[src/rtl/serial_add_unit.sv]
// serial_add_unit: bit-serial add/subtract, one full-adder slice, LSB first. Ports: clk, rst_n (async active-low), start/sub/a/b in; busy, done, sum, cout, ovf (only with SERIAL_ADD_OVF_EN) out.
module serial_add_unit #(
  parameter int WIDTH = 16
) (
  input  logic             clk,
  input  logic             rst_n,
  input  logic             start,
  input  logic             sub,
  input  logic [WIDTH-1:0] a,
  input  logic [WIDTH-1:0] b,
  output logic             busy,
  output logic             done,
  output logic [WIDTH-1:0] sum,
`ifdef SERIAL_ADD_OVF_EN
  output logic             cout,
  output logic             ovf
`else
  output logic             cout
`endif
);
  localparam int CW = $clog2(WIDTH);
  typedef enum logic [1:0] {IDLE, RUN, DONE} state_t;
  state_t           state;
  logic [WIDTH-1:0] ra, rb;
  logic [WIDTH-2:0] rs;
  logic [CW-1:0]    cnt;
  logic             carry, s, c, last;
  logic [WIDTH-1:0] nxt;
  assign s    = ra[0] ^ rb[0] ^ carry;
  assign c    = (ra[0] & rb[0]) | ((ra[0] ^ rb[0]) & carry);
  assign last = cnt == CW'(WIDTH - 1);
  // result bits enter at the MSB; after the last bit nxt holds the full sum
  assign nxt  = {s, rs};
  always_ff @(posedge clk or negedge rst_n) begin
    if (!rst_n) begin
      state <= IDLE;
      ra    <= '0;
      rb    <= '0;
      rs    <= '0;
      cnt   <= '0;
      carry <= 1'b0;
      busy  <= 1'b0;
      done  <= 1'b0;
      sum   <= '0;
      cout  <= 1'b0;
`ifdef SERIAL_ADD_OVF_EN
      ovf   <= 1'b0;
`endif
    end else begin
      case (state)
        RUN: begin
          ra    <= ra >> 1;
          rb    <= rb >> 1;
          rs    <= nxt[WIDTH-1:1];
          carry <= c;
          cnt   <= cnt + 1'b1;
          if (last) begin
            sum   <= nxt;
            cout  <= c;
`ifdef SERIAL_ADD_OVF_EN
            // carry still holds the carry into the MSB on this edge
            ovf   <= carry ^ c;
`endif
            busy  <= 1'b0;
            done  <= 1'b1;
            state <= DONE;
          end
        end
        IDLE, DONE: begin
          done  <= 1'b0;
          state <= start ? RUN : IDLE;
          if (start) begin
            ra    <= a;
            rb    <= sub ? ~b : b;
            carry <= sub;
            cnt   <= '0;
            busy  <= 1'b1;
          end
        end
        default: state <= IDLE;
      endcase
    end
  end
endmodule
[config.mk]
export PLATFORM = sky130hd
export DESIGN_NAME = serial_add_unit
export DESIGN_NICKNAME = d
export VERILOG_FILES = /design/src/rtl/serial_add_unit.sv
export SDC_FILE = /design/constraint.sdc
export NUM_CORES = 1
export LEC_CHECK = 0
export CAP_MARGIN = 20
export CORE_ASPECT_RATIO = 0.5
export CORE_MARGIN = 8
export CORE_UTILIZATION = 30
export DETAILED_ROUTE_END_ITERATION = 10
export DONT_BUFFER_PORTS = 1
export PLACE_DENSITY = 0.45
export SETUP_SLACK_MARGIN = 0.3
export SYNTH_ARGS = -nofsm -noshare
export SYNTH_HDL_FRONTEND = slang
export SYNTH_SLANG_ARGS = --single-unit
[constraint.sdc]
create_clock -name clk -period 4.1 [get_ports clk]
set_input_delay 1.23 -clock clk [delete_from_list [all_inputs] [get_ports clk]]
set_output_delay 1.23 -clock clk [all_outputs]
set_load 0.02 [all_outputs]
==> run_results.csv <==
group,metric,value,unit
route,highest_layer,"met4",
placed_design,dp_hpwl,4460,um
global_route,grt_overflow,0,
floorplanning,coreArea,10300,sq um
worst_setup_path,cp-end-kind,"register",
clocking,cts.sinks,73,
finish,fin_area,3630,sq um
sta,setup_violations,0,
clocking,cts_inserted_buffers,9,
finish,final_util,35.1,%
pwr,leakage,1.72,nW
worst_setup_path,path_depth,4,
pwr,total_power,3.13,mW
floorplanning,num_io_pins,55,
yosys,ys_top_cells_by_area,"dfrtp_1, mux2_4, mux2i_1, nand2_1, a221o_1",
route,wl_met1,3260,um
worst_setup_path,cp_slowest_stage_delay,600,ps
global_route,grt_pass1_wl,11000,um
route,via_count,1972,
worst_setup_path,critical_path_arrival,2520,ps
global_route,grt_max_degree,74,
pwr,power_density,861,nW/um^2
route,routed_wl,6890,um
route,route.detailed.wl_per_inst,16.6,um
floorplanning,die-area,14500,sq um
yosys,netlist_instances,274,
placed_design,gp_congestion,0.720,
clocking,cts.reportedPaths.clkPinSlew,60,ps
worst_setup_path,crit_type,"input port to register",
clocking,insertion_delay,330,ps
worst_hold_path,hp-class,"register to register",
sta,fmax,443,MHz
global_route,grt_pass1_vias,2050,
yosys,synth-seq-cells,73,
clocking,cts_resized,0,
route,remaining_drc_errors,0,
clocking,cts_tree,"yes",
clocking,cts-root-buf,"clkbuf_16",
finish,areaGrowthSynthToFinish,12.5,%
finish,diodes,0,
worst_setup_path,crit_path_max_fanout,19,
worst_hold_path,hp-start,"rs[0]",
worst_setup_path,reg2regPathDepth,6,
clocking,htree_levels,3,
yosys,synth_area,3230,sq um
worst_setup_path,critical-path-top-delay-family,"simple AND/OR/NAND/NOR gates",
worst_setup_path,cp_cell_sequence,"nor2b_1, nor2_2, buf_4, a221o_1",
worst_setup_path,r2r_setup_slack,1910,ps
clocking,cts_hold_buf,0,
route,drtPass1Iterations,4,
route,ant_nets,0,
sta,relSlewSlack,37.7,%
sta,tns,0,ps
yosys,yosysSeqAreaShare,56.6,%
finish,nNetsFinal,308,
floorplanning,die_width,163,um
worst_hold_path,whs_endpoint,"rs[0]",
outcome,status,"finished, final reports clean",
route,routed_via_density,4.75,
clocking,clockBufferDepth,2,
floorplanning,rows,26,
floorplanning,initial_core_util,31.2,%
sta,final.period_utilization,55.0,%
yosys,synth_top_cell_area_share,56.6,%
clocking,post-cts-setup-buffers,0,
yosys,syn_nets,312,
route,wl_met3,406,um
yosys,syn_area_per_cell,11.8,sq um
flow_run,max_cap_viol_count,0,
worst_setup_path,r2r_start,"state[0]",
sta,worst_pin_slew,935,ps
sta,slew_violations,0,
placed_design,post_dp_cell_area,3320,sq um
global_route,antenna_found_initial,0,
placed_design,port_buffers,0,
worst_setup_path,crit_path_start_kind,"input port",
global_route,grtUsageTotal,9.97,%
worst_hold_path,holdPathStages,2,
route,dr_wl_met2,3140,um
worst_setup_path,worst_path_max_delay_cell,"nor2_2",
floorplanning,die_h,89.4,um
finish,drive_above_1_share,14.5,%
sta,worst_clock_skew,5.34,ps
sta,finalHoldViolations,0,
worst_setup_path,r2r-end,"rb[10]",
sta,fin_crit,2260,ps
pwr,ir_drop,0.000214,V
yosys,synth.distinct_cells,27,
route,drt_iter0_drc,165,
worst_setup_path,critPathBufInv,1,
yosys,yosysWarningCount,0,
yosys,yosysTopAreaCell,"dfrtp_1",
worst_setup_path,required,4370,ps
sta,rsz0062_at_grt,"no",
[where the power goes]
| group | leakage, nW | switching, mW | internal, mW | total [mW] |
|---|---|---|---|---|
| logic | 0.645 | 0.486 | 0.461 | 0.947 |
| registers | 0.924 | 0.324 | 1.05 | 1.38 |
| clock network | 0.153 | 0.285 | 0.520 | 0.805 |
| total | 1.72 | 1.09 | 2.04 | 3.13 |
[cell usage in the layout (no fill, tap or decap)]
| cell | Yosys | layout |
|---|---|---|
| a21o_1 | 2 | 2 |
| a221o_1 | 15 | 15 |
| a22o_1 | 3 | 3 |
| and3_1 | 1 | 1 |
| and4_4 | 1 | 1 |
| buf_4 | 3 | 6 |
| bufinv_16 | 0 | 1 |
| clkbuf_1 | 3 | 2 |
| clkbuf_16 | 0 | 9 |
| clkbuf_8 | 0 | 3 |
| clkinv_2 | 0 | 1 |
| dfrtp_1 | 73 | 73 |
| fa_1 | 1 | 1 |
| ha_1 | 1 | 1 |
| inv_1 | 1 | 1 |
| mux2_4 | 17 | 17 |
| mux2i_1 | 18 | 18 |
| nand2_1 | 46 | 46 |
| nand2b_1 | 2 | 2 |
| nand3_1 | 17 | 17 |
| nand4_1 | 1 | 1 |
| nor2_1 | 15 | 15 |
| nor2_2 | 1 | 1 |
| nor2b_1 | 2 | 1 |
| nor2b_2 | 0 | 1 |
| nor3b_1 | 1 | 1 |
| o21ai_1 | 19 | 19 |
| xnor2_1 | 15 | 15 |
| xor2_1 | 1 | 1 |
[kinds of logic (layout without fill, tap and decap cells)]
family / count (synthesis) / in the layout / synth area share (%)
adder cells (fa/ha/maj): 2 / 2 / 1.01
multiplexers: 35 / 35 / 13.5
flip-flops: 73 / 73 / 56.6
buffers and inverters: 22 / 23 / 4.07
AND/OR/NAND/NOR: 87 / 87 / 11.7
XOR/XNOR: 16 / 16 / 4.34
AO/OA/AOI/OAI: 39 / 39 / 8.87
[layout make-up]
| class | count | area (sq um) |
|---|---|---|
| Sequential cell | 73 | 1830 |
| Clock buffer | 14 | 274 |
| Multi-Input combinational cell | 179 | 1270 |
| Fill cell | 1039 | 6710 |
| Tap cell | 140 | 175 |
| Timing Repair Buffer | 6 | 45.0 |
| Clock inverter | 2 | 35.0 |
| Inverter | 1 | 3.75 |
[worst reg2reg max path, cell delays in order, from the launching register on]
cell,delay [ps]
dfrtp_1,360
buf_4,230
nor2b_2,200
buf_4,200
nor2_2,610
buf_4,350
a221o_1,180
[worst max-delay path by stage]
stage / to / from / slack (ps)
4_1_cts: rb[10] / start / 1860
2_1_floorplan: rb[10] / sub / 1860
3_3_place_gp: rb[12] / start / 1550
5_1_grt: rb[7] / start / 1780
6_report: rb[10] / start / 1840
3_5_place_dp: rb[10] / start / 1500
[stage by stage]
step | worst slack [ps] | hold WS [ps] | std cells
after global placement | 1550 | 463 | 399
after global routing | 1780 | 515 | 415
final | 1840 | 481 | 415
after CTS | 1860 | 486 | 415
after detailed placement | 1500 | 472 | 399
after floorplan | 1860 | 446 | 274
[cells in the mapped netlist]
library cell and instances:
a21o_1 2, a221o_1 15, a22o_1 3, and3_1 1, and4_4 1, buf_2 11
buf_4 3, buf_6 3, clkbuf_1 3, clkbuf_2 1, dfrtp_1 73, fa_1 1
ha_1 1, inv_1 1, mux2_4 17, mux2i_1 18, nand2_1 46, nand2b_1 2
nand3_1 17, nand4_1 1, nor2_1 15, nor2_2 1, nor2b_1 2, nor3b_1 1
o21ai_1 19, xnor2_1 15, xor2_1 1
[registers in the layout, summed over array words and instances, names as in the netlist]
| register | count |
|---|---|
| carry | 1 |
| cout | 1 |
| busy | 1 |
| rb | 16 |
| done | 1 |
| cnt | 4 |
| ra | 16 |
| state | 2 |
| sum | 16 |
| rs | 15 |
[per-layer routing]
| metal | global-route usage [%] | vias to the layer above |
|---|---|---|
| li1 | - | 932 |
| met1 | 12.5 | 981 |
| met2 | 15.3 | 50 |
| met3 | 4.04 | 9 |
| met4 | 3.72 | 0 |
| met5 | 0 | - |
Power figures use the tool's default switching activity.
